**config.mk**
```make
export PLATFORM = sky130hd
export DESIGN_NAME = alu_ctrl_decode_reg_flat
export DESIGN_NICKNAME = d
export VERILOG_FILES = /design/src/rtl/alu_ctrl_decode_reg_if.sv /design/src/rtl/alu_ctrl_decode_reg.sv /design/src/flat_wrapper.sv
export SDC_FILE = /design/constraint.sdc
export NUM_CORES = 1
export LEC_CHECK = 0
export CAP_MARGIN = 20
export CORE_ASPECT_RATIO = 0.9
export CORE_UTILIZATION = 34
export CTS_CLUSTER_DIAMETER = 120
export DETAILED_ROUTE_END_ITERATION = 10
export PLACE_DENSITY = 0.71
export RECOVER_POWER = 100
export SYNTH_ARGS = -nofsm -noshare
export SYNTH_HDL_FRONTEND = slang
export SYNTH_SLANG_ARGS = --single-unit
```
**constraint.sdc**
```tcl
create_clock -name Clk -period 1.3 [get_ports Clk]
set_input_delay 0.26 -clock Clk [delete_from_list [all_inputs] [get_ports Clk]]
set_output_delay 0.26 -clock Clk [all_outputs]
set_load 0.05 [all_outputs]
```
**src/rtl/alu_ctrl_decode_reg_if.sv**
```systemverilog
// rtl/alu_ctrl_decode_reg_if.sv - ID/EX decode bus between pipeline control and the ALU decode register
interface alu_ctrl_decode_reg_if;
    logic [31:0] Instruction;
    logic        InValid;
    logic        Stall;
    logic        Flush;
    logic [5:0]  ALUControl;
    logic        ASel;
    logic [1:0]  BSel;
    logic        OutValid;
    logic        Illegal;
    logic        IllegalSticky;

    modport master (
        output Instruction, InValid, Stall, Flush,
        input  ALUControl, ASel, BSel, OutValid, Illegal, IllegalSticky
    );

    modport slave (
        input  Instruction, InValid, Stall, Flush,
        output ALUControl, ASel, BSel, OutValid, Illegal, IllegalSticky
    );
endinterface

```
**src/rtl/alu_ctrl_decode_reg.sv**
```systemverilog
// rtl/alu_ctrl_decode_reg.sv - MIPS ALU control decode with registered ID/EX outputs
// Combinational decode of the IF/ID instruction, one-cycle registered with stall/flush/bubble control.
module alu_ctrl_decode_reg #(
    parameter logic [5:0] BUBBLE_CTRL = 6'b100000
) (
    input  logic                       Clk,
    input  logic                       Reset,
    alu_ctrl_decode_reg_if.slave       bus
);
    logic [5:0] op;
    logic [5:0] funct;
    logic [4:0] rt;

    logic [5:0] dec_ctrl;
    logic       dec_asel;
    logic [1:0] dec_bsel;
    logic       dec_illegal;

    logic [5:0] ctrl_d, ctrl_q;
    logic       asel_d, asel_q;
    logic [1:0] bsel_d, bsel_q;
    logic       valid_d, valid_q;
    logic       illegal_d, illegal_q;
    logic       sticky_d, sticky_q;

    assign op    = bus.Instruction[31:26];
    assign funct = bus.Instruction[5:0];
    assign rt    = bus.Instruction[20:16];

    // Illegal paths simply leave the bubble defaults in place.
    always_comb begin
        dec_ctrl    = BUBBLE_CTRL;
        dec_asel    = 1'b0;
        dec_bsel    = 2'd0;
        dec_illegal = 1'b0;
        case (op)
            6'b000000: begin
                case (funct)
                    6'b100000, 6'b100010, 6'b100100, 6'b100101,
                    6'b100111, 6'b100110, 6'b101010, 6'b001000: dec_ctrl = funct;
                    6'b000000: begin
                        dec_ctrl = 6'b000000;
                        dec_asel = 1'b1;
                    end
                    6'b000010: begin
                        dec_ctrl = 6'b111111;
                        dec_asel = 1'b1;
                    end
                    default: dec_illegal = 1'b1;
                endcase
            end
            6'b011100: begin
                if (funct == 6'b000010) dec_ctrl = 6'b011000;
                else                    dec_illegal = 1'b1;
            end
            6'b001000, 6'b100011, 6'b101011, 6'b100000,
            6'b100001, 6'b101000, 6'b101001: begin
                dec_ctrl = 6'b100000;
                dec_bsel = 2'd1;
            end
            6'b001010: begin
                dec_ctrl = 6'b101010;
                dec_bsel = 2'd1;
            end
            6'b001100: begin
                dec_ctrl = 6'b100100;
                dec_bsel = 2'd2;
            end
            6'b001101: begin
                dec_ctrl = 6'b100101;
                dec_bsel = 2'd2;
            end
            6'b001110: begin
                dec_ctrl = 6'b100110;
                dec_bsel = 2'd2;
            end
            6'b000100, 6'b000101, 6'b000110, 6'b000111,
            6'b000010, 6'b000011: dec_ctrl = op;
            6'b000001: begin
                if (rt == 5'b00000 || rt == 5'b00001) begin
                    dec_ctrl = 6'b000001;
                    dec_bsel = 2'd3;
                end else begin
                    dec_illegal = 1'b1;
                end
            end
            default: dec_illegal = 1'b1;
        endcase
    end

    // Flush beats Stall; a held illegal keeps feeding the sticky flag harmlessly.
    always_comb begin
        ctrl_d    = ctrl_q;
        asel_d    = asel_q;
        bsel_d    = bsel_q;
        valid_d   = valid_q;
        illegal_d = illegal_q;
        sticky_d  = sticky_q | illegal_q;
        if (bus.Flush || (!bus.Stall && !bus.InValid)) begin
            ctrl_d    = BUBBLE_CTRL;
            asel_d    = 1'b0;
            bsel_d    = 2'd0;
            valid_d   = 1'b0;
            illegal_d = 1'b0;
        end else if (!bus.Stall) begin
            ctrl_d    = dec_ctrl;
            asel_d    = dec_asel;
            bsel_d    = dec_bsel;
            valid_d   = 1'b1;
            illegal_d = dec_illegal;
        end
    end

    always_ff @(posedge Clk) begin
        if (Reset) begin
            ctrl_q    <= BUBBLE_CTRL;
            asel_q    <= 1'b0;
            bsel_q    <= 2'd0;
            valid_q   <= 1'b0;
            illegal_q <= 1'b0;
            sticky_q  <= 1'b0;
        end else begin
            ctrl_q    <= ctrl_d;
            asel_q    <= asel_d;
            bsel_q    <= bsel_d;
            valid_q   <= valid_d;
            illegal_q <= illegal_d;
            sticky_q  <= sticky_d;
        end
    end

    assign bus.ALUControl    = ctrl_q;
    assign bus.ASel          = asel_q;
    assign bus.BSel          = bsel_q;
    assign bus.OutValid      = valid_q;
    assign bus.Illegal       = illegal_q;
    assign bus.IllegalSticky = sticky_q;
endmodule

```
**src/flat_wrapper.sv**
```systemverilog
// flat-port wrapper written by rule: the top's interface ports become plain ports
module alu_ctrl_decode_reg_flat 
#(
    parameter logic [5:0] BUBBLE_CTRL = 6'b100000
)
  (Clk, Reset, bus_Instruction, bus_InValid, bus_Stall, bus_Flush, bus_ALUControl, bus_ASel, bus_BSel, bus_OutValid, bus_Illegal, bus_IllegalSticky);
  alu_ctrl_decode_reg_if bus_i ();
  input  logic Clk;
  input  logic Reset;
  input wire logic [$bits(bus_i.Instruction)-1:0] bus_Instruction;
  input wire logic [$bits(bus_i.InValid)-1:0] bus_InValid;
  input wire logic [$bits(bus_i.Stall)-1:0] bus_Stall;
  input wire logic [$bits(bus_i.Flush)-1:0] bus_Flush;
  output wire logic [$bits(bus_i.ALUControl)-1:0] bus_ALUControl;
  output wire logic [$bits(bus_i.ASel)-1:0] bus_ASel;
  output wire logic [$bits(bus_i.BSel)-1:0] bus_BSel;
  output wire logic [$bits(bus_i.OutValid)-1:0] bus_OutValid;
  output wire logic [$bits(bus_i.Illegal)-1:0] bus_Illegal;
  output wire logic [$bits(bus_i.IllegalSticky)-1:0] bus_IllegalSticky;
  assign bus_i.Instruction = bus_Instruction;
  assign bus_i.InValid = bus_InValid;
  assign bus_i.Stall = bus_Stall;
  assign bus_i.Flush = bus_Flush;
  assign bus_ALUControl = bus_i.ALUControl;
  assign bus_ASel = bus_i.ASel;
  assign bus_BSel = bus_i.BSel;
  assign bus_OutValid = bus_i.OutValid;
  assign bus_Illegal = bus_i.Illegal;
  assign bus_IllegalSticky = bus_i.IllegalSticky;
  alu_ctrl_decode_reg #(.BUBBLE_CTRL(BUBBLE_CTRL)) u_core (.Clk(Clk), .Reset(Reset), .bus(bus_i));
endmodule
```
# Word level (Yosys, flattened, before mapping)
# Cells that the tools add are included.
# W data, S select, Z words.
# word_totals
output_inout_bits	12
reg_bits	12
# classes
eq_ne	29
mux	12
n_reduce_logical	16
bitwise	1
# ops
cell	n
$eq A6 B6 Y1 const B	13
$pmux W6 S8	1
$eq A6 B4 Y1 const B	6
$eq A6 B3 Y1 const B	4
$eq A6 B2 Y1 const B	3
$pmux W6 S3	1
$reduce_or A17 Y1	1
$reduce_or A8 Y1	2
$logic_not A6 Y1	2
$mux W6	2
$reduce_or A10 Y1	1
$eq A6 B1 Y1 const B	1
$eq A6 B5 Y1 const B	1
$pmux W2 S3	1
$reduce_or A6 Y1	1
$eq A5 B1 Y1 const B	1
$logic_not A5 Y1	1
$mux W1	5
$pmux W1 S4	1
$reduce_or A2 Y1	2
$reduce_or A3 Y1	1
$logic_not A1 Y1	2
$logic_or A1 B1 Y1	2
$mux W2	1
other kinds (2)	2

# Logic depth before layout (Yosys ltp)
# Gate-level depths: netlist of run 1.
# logic_depth
ltp_word	4
depth_mapped	6
mapped_depth_nobuf	5

# Least setup slack after synthesis of run 1
# No wires, ideal clock.
# synth_path
kind	input-to-reg
startpoint	input port bus_Instruction[26]
endpoint	register u_core.ctrl_q[5], in the netlist u_core.bus.ALUControl[5]
t_arrival_ps	1187
path_slack_ps	-9
stages	5
path_cell_list	buf_2 -> nand2b_1 -> a21oi_1 -> o21ai_2 -> o32a_1
# synth_via
elab_chain_len	3
elab_cells_between_ends	15
cone_classes	eq/ne: 12; mux: 1; reduce/logical: 2
# synth_rtl
item	line_no	text
from (decl)	flat_wrapper.sv:10	input wire logic [$bits(bus_i.Instruction)-1:0] bus_Instruction;
$eq A6 B3 Y1 / $eq A6 B2 Y1 (equally long branches)	alu_ctrl_decode_reg.sv:36	case (op)
$reduce_or A6 Y1	--	
$pmux W6 S8 (*)	alu_ctrl_decode_reg.sv:36	
to (signal assigned)	alu_ctrl_decode_reg.sv:123	ctrl_q <= ctrl_d;
to (decl)	alu_ctrl_decode_reg.sv:19	logic [5:0] ctrl_d, ctrl_q;
# Every way passes the cells marked *; elsewhere a longest branch is shown, timed or not.
# A chain may end at the register's enable or synchronous reset.

# Final worst setup path of run 1
# layout_path
startpoint	input port bus_Instruction[30]
endpoint	register u_core.ctrl_q[0], in the netlist u_core.bus.ALUControl[0]
# Same word-level chain as after synthesis.

==> impl_results.md, run 1 <==
* Pre-CTS WS at -588 ps
* Main flop type after synthesis: dfxtp_1
* Post-DP HPWL at 2480 um
* Layout Nets at 227
* CTS root buffer: clkbuf_4
* DR WL/cell at 15.2 um
* Net Sw Power at 333 uW
* DRC at 0
* Pin count of the biggest net entering global routing at 7
* Area Growth Syn to Fin at 75.7%
* Async set-reset flop share out of synthesis at 0%
* Outcome: completed
* Initial antenna violation count at 0
* Pre-antenna DRT Iters at 4
* Leakage at 0.000660 uW
* IO buf count at 32
* Grt total ovfl at 0
* Vias at 1186
* Seq cells post-synth at 12
* Tcrit/Tclk final at 97.3%
* PwrDens at 622 nW/um^2
* DP Area at 1600 sq um
* CP max FO at 5
* Hold Vio Cnt, Final at 0
* Final WL at 3290 um
* Maximum VDD drop at 0.000400 V
* Cell row count at 17
* Final TNS setup at 0 ps
* Number of synthesized flops with an enable pin at 0
* Slew Limit Fails at 0
* GRT Total Usage at 22.6%
* Final Cell Area at 1570 sq um
* DR iter-0 viols at 35
* Die ar. at 2840 sq um
* Yosys cell types at 40
* Core ar. at 2470 sq um
* Clock share of power at 25.5%
* Net Sw Frac at 34.0%
* Final Worst Setup Slack at 35.6 ps
* WP data arrival at 1490 ps
* Max Root-Sink Buffers at 2
* Worst Setup Start Kind: primary input
* Vias in the first global route at 1173
* Max Cap Viol at 0
* H-Tree Depth at 1
* Num CTS Buffers at 3
* Layout cells sized above 1 at 46.8%
* Synth Instances at 117
* Post-Syn Nets at 154
* CTS tree: built
* Slew headroom at 75.6%
* Die height at 50.7 um
* CP Capture Type: flip-flop
* CTS sink cnt at 12
* Internal power at 646 uW
* Post-Syn Area at 896 sq um
* Clk_lat worst skew at 280 ps
* Antenna cells at 0
* Synthesis Warnings at 0
* Fin Clk Skew at 0.0276 ps
* Overall Power at 979 uW
* GPL Wtd Cong at 0.864
* Tightest Pin Transition at 366 ps
* Critical path required time at 1520 ps
* Post-layout min period at 1260 ps
* IO Count at 49
* CTS clk-pin slew, worst paths at 80 ps
* Finish-stage setup viols at 0
* CP Class: primary input to flip-flop
* Type of the worst min-delay path: primary input to flip-flop
* Sequential share of the synthesized area at 26.8%
* First-pass GRT wire length at 5020 um
* Via density at 5.49
* Sequential share of power at 38.6%
* Avg Inst Size Synth at 7.66 sq um
* Antenna Nets Post-Route at 0
* Starting Density at 36.3%
* Logic gate share of total power at 35.9%
* FMAX at 791 MHz
* Fill count at 223
* Die width at 56.1 um
-- power by group through the flow --
stage / combinational [uW] / sequential [uW] / clock (uW)
2_1_floorplan: 116 / 410 / 0
3_3_place_gp: 337 / 390 / 0
3_5_place_dp: 342 / 390 / 0
4_1_cts: 360 / 382 / 240
5_1_grt: 373 / 379 / 271
6_report: 351 / 378 / 250
-- per-stage QoR --
| stage | instances | hold slack, ps | util [%] |
|---|---|---|---|
| floorplan | 117 | 332 | - |
| global placement | 207 | 475 | 64.9 |
| detailed placement | 207 | 489 | 64.9 |
| CTS | 215 | 277 | 70.6 |
| global route | 216 | 275 | 63.8 |
| finish | 216 | 271 | 63.8 |
-- flip-flops by register name (all words and copies together) (netlist names) --
register and cells:
u_core.bus.ALUControl 6, u_core.bus.BSel 2, u_core.bus.ASel 1, u_core.bus.Illegal 1, u_core.bus.IllegalSticky 1, u_core.bus.OutValid 1
-- placed cells by master (no fill, tap or decap), drive strengths merged --
master          n
a2111oi         1
a211oi          5
a21oi           8
a221oi          3
and2            4
and3            1
buf            40
clkbuf         20
clkdlybuf4s15   4
clkdlybuf4s50   1
dfxtp          12
dlygate4sd2    10
dlymetal6s2s    1
inv             7
nand2          15
nand2b          2
nand3           8
nand3b          1
nand4           1
nor2           13
nor2b           1
nor3            6
nor3b           1
nor4            3
o21a            2
o21ai           7
o22ai           1
o31a            1
o31ai           2
o32a            2
or2b            1
or4             1
xnor2           2
xor2            1
-- critical path, cell delays in order --
cell and delay (ps):
dlygate4sd2_1 320, nor2_1 220, buf_4 160, nand2_1 50, a211oi_1 260, nor2_1 90
o21ai_1 130
-- layout make-up --
class	instances	area, sq um	area share [%]
clock buffers	3	22.5	1.43
inverters	7	26.3	1.67
multi-input cells	93	704	44.8
flip-flops and latches	12	240	15.3
well taps	28	35.0	2.23
repair buffers	73	546	34.7
-- layer usage --
metal	global-route usage (%)	vias to the layer above	routed length, um
met2	42.3	60	1690
met4	7.32	0	75
met3	3.09	10	226
met5	0	-	0
li1	-	573	-
met1	26.6	543	1290
-- Yosys cell counts (2+ instances only) --
cell / count / share of area, %
a211oi_1: 4 / 3.4
a21oi_1: 8 / 4.5
a221oi_2: 2 / 3.4
and2_1: 3 / 2.1
buf_2: 2 / 1.1
buf_4: 2 / 1.7
dfxtp_1: 12 / 27
inv_1: 7 / 2.9
nand2_1: 15 / 6.3
nand2b_1: 2 / 1.4
nand3_1: 8 / 4.5
nor2_1: 12 / 5.0
nor3_1: 5 / 2.8
nor4_1: 2 / 1.4
o21a_1: 2 / 1.7
o21ai_0: 4 / 2.2
o21ai_1: 2 / 1.1
o32a_1: 2 / 2.2
xnor2_1: 2 / 2.0
-- final timing paths --
kind                            slack (ps)                startpoint                        to  cells past startpoint
worst min-delay path                   270                     Reset  u_core.bus.IllegalSticky                      2
worst max register to register         600        u_core.bus.BSel[0]        u_core.bus.BSel[0]                      2
worst max-delay path                    40       bus_Instruction[30]  u_core.bus.ALUControl[0]                      7
worst min register to register         460  u_core.bus.ALUControl[0]  u_core.bus.ALUControl[0]                      2
-- logic make-up after synthesis --
logic type / count (synthesis) / share of synthesized area [%]
flops: 12 / 26.8
compound gates: 32 / 28.1
buf+inv: 12 / 6.98
xor+xnor: 3 / 2.93
simple gates: 58 / 35.2
-- timing repair --
item | CTS | global route
cloned | 0 | 0
buffers inserted | 5 | 1
resized for setup | 42 | 16
hold buffers | 0 | 0
pin swaps | 21 | 10
setup endpoints to repair | 10 | 10
(Power assumes the default switching activity.)
==> run 2: changes to the inputs <==
Settings changed: SKIP_CTS_REPAIR_TIMING from default to 1.
==> impl_results.md, run 2 (synthesis gave the netlist of run 1 again) <==
* Fin Clk Skew at 0.0190 ps (was 0.0276 ps)
* Net Sw Power at 311 uW (was 333 uW)
* Maximum VDD drop at 0.000443 V (was 0.000400 V)
* Tcrit/Tclk final at 101% (was 97.3%)
* Cell row count at 17 (unchanged)
* Hold Vio Cnt, Final at 0 (unchanged)
* Final WL at 3230 um (was 3290 um)
* Post-layout min period at 1310 ps (was 1260 ps)
* Grt total ovfl at 0 (unchanged)
* Critical path required time at 1520 ps (about the same)
* Post-DP HPWL at 2480 um (unchanged)
* Net Sw Frac at 32.4% (was 34.0%)
* Worst Setup Start Kind: primary input (unchanged)
* CP max stage cell: a2111oi_2 (was dlygate4sd2_1)
* Min Hold Slack at 176 ps (was 271 ps)
* Initial antenna violation count at 0 (unchanged)
* GPL Wtd Cong at 0.864 (unchanged)
* CP bufs+invs at 2 (unchanged)
* GRT Total Usage at 21.0% (was 22.6%)
* Leakage at 0.000782 uW (was 0.000660 uW)
* Antenna cells at 0 (unchanged)
* Final std cells w/o fill at 213 (was 216)
* Max Cap Viol at 0 (unchanged)
* Fill count at 212 (was 223)
* Final Worst Setup Slack at -6.58 ps (was 35.6 ps)
* DRC at 0 (unchanged)
* Slew Limit Fails at 0 (unchanged)
* Die height at 50.7 um (unchanged)
* Most frequent cells in the layout: buf_4 (35), dlymetal6s2s_1 (17), nand2_1 (15) (was buf_4 (37), clkbuf_2 (16), nand2_1 (14))
* Slew headroom at 75.8% (was 75.6%)
* Starting Density at 36.3% (unchanged)
* Num CTS Buffers at 3 (unchanged)
* FMAX at 765 MHz (was 791 MHz)
* Logic gate share of total power at 35.9% (about the same)
* Tightest Pin Transition at 363 ps (was 366 ps)
* Core Util, Final at 64.5% (was 63.8%)
* WP data arrival at 1530 ps (was 1490 ps)
* CP Class: primary input to flip-flop (unchanged)
* DP Area at 1600 sq um (unchanged)
* Area Growth Syn to Fin at 77.5% (was 75.7%)
* CTS sink cnt at 12 (unchanged)
* Vias at 1173 (was 1186)
* Placed Cells at 207 (unchanged)
* Vias in the first global route at 1101 (was 1173)
* Via density at 5.51 (was 5.49)
* Area of the multi-input gates at 678 sq um (was 704 sq um)
* CP Capture Type: flip-flop (unchanged)
* Pin count of the biggest net entering global routing at 7 (unchanged)
* Seq. cell area at 240 sq um (unchanged)
* First-pass GRT wire length at 4660 um (was 5020 um)
* Antenna Nets Post-Route at 0 (unchanged)
* Die ar. at 2840 sq um (unchanged)
* Outcome: finished, violations left (was completed)
* Failing checks: setup timing
* CTS root buffer: clkbuf_4 (unchanged)
* DR WL/cell at 15.2 um (about the same)
* Type of the worst min-delay path: primary input to flip-flop (unchanged)
* IO Count at 49 (unchanged)
* DR iter-0 viols at 40 (was 35)
* H-Tree Depth at 1 (unchanged)
* Layout Nets at 224 (was 227)
* Die width at 56.1 um (unchanged)
* Sequential share of power at 39.4% (was 38.6%)
* Final Cell Area at 1590 sq um (was 1570 sq um)
* CP max FO at 3 (was 5)
* Worst path cell trace: dlymetal6s2s_1, nor3_4, buf_4, a2111oi_2, nor3_2, a211oi_1, o32a_1 (was dlygate4sd2_1, nor2_1, buf_4, nand2_1, a211oi_1, nor2_1, o21ai_1)
* Top cell family by delay on the critical path: compound AO/OA/AOI/OAI gates (was buffers and inverters)
* Layout cells sized above 1 at 43.8% (was 46.8%)
* Clk_lat worst skew at 270 ps (was 280 ps)
* PwrDens at 603 nW/um^2 (was 622 nW/um^2)
* Max reg flops at 6 (unchanged)
* Core ar. at 2470 sq um (unchanged)
* Final TNS setup at -6.58 ps (was 0 ps)
* Pre-antenna DRT Iters at 4 (unchanged)
* Clock share of power at 24.7% (was 25.5%)
* Most common cell after layout, fill and taps aside: buf_4 (unchanged)
* CTS clk-pin slew, worst paths at 80 ps (about the same)
* IO buf count at 32 (unchanged)
* Internal power at 648 uW (was 646 uW)
* Slowest stage delay, CP at 400 ps (was 320 ps)
* Finish-stage setup viols at 1 (was 0)
* CTS tree: built (unchanged)
* Max Root-Sink Buffers at 2 (unchanged)
[run 2: cell types whose count changed in the layout (fill, tap and decap cells not counted), moves of 2 or more]
| cell | previous run | this run |
|---|---|---|
| clkbuf_2 | 16 | 13 |
| dlygate4sd2_1 | 10 | 0 |
| buf_4 | 37 | 35 |
| dlymetal6s2s_1 | 1 | 17 |
| clkdlybuf4s15_1 | 4 | 0 |
[run 2: final timing paths]
check                                              start                        to  slack, ps  depth (start not counted)
worst max register to register        u_core.bus.BSel[0]        u_core.bus.BSel[0]        590                          2
worst min register to register  u_core.bus.ALUControl[0]  u_core.bus.ALUControl[0]        460                          2
worst max-delay path                  bus_Instruction[0]  u_core.bus.ALUControl[5]         -7                          7
worst min-delay path                               Reset  u_core.bus.IllegalSticky        180                          2
[run 2: routing by layer]
| layer | vias up | routed length [um] | GRT usage (%) |
|---|---|---|---|
| met5 | - | 0 | 0 |
| met4 | 0 | 16 | 5.28 |
| met3 | 2 | 193 | 2.58 |
| met2 | 55 | 1710 | 39.3 |
| met1 | 549 | 1320 | 25.3 |
| li1 | 567 | - | - |
[run 2: power groups by stage]
stage | clock [uW] | combinational [uW] | sequential, uW
after floorplan | 0 | 116 | 410
after global placement | 0 | 337 | 390
after detailed placement | 0 | 342 | 390
after CTS | 240 | 343 | 382
after global routing | 259 | 367 | 379
final | 237 | 344 | 378
[run 2: through the flow]
stage | total power, uW | setup WS, ps
after CTS | 965 | -303
after global routing | 1010 | -27.7
after global placement | 727 | -550
after floorplan | 525 | 7.36
final | 959 | -6.58
after detailed placement | 732 | -588
[run 2: final cells by class]
| class | instances | share of cell area, % |
|---|---|---|
| well taps | 28 | 2.20 |
| inverters | 7 | 1.65 |
| multi-input cells | 93 | 42.6 |
| clock buffers | 3 | 1.42 |
| repair buffers | 70 | 37.0 |
| flip-flops and latches | 12 | 15.1 |
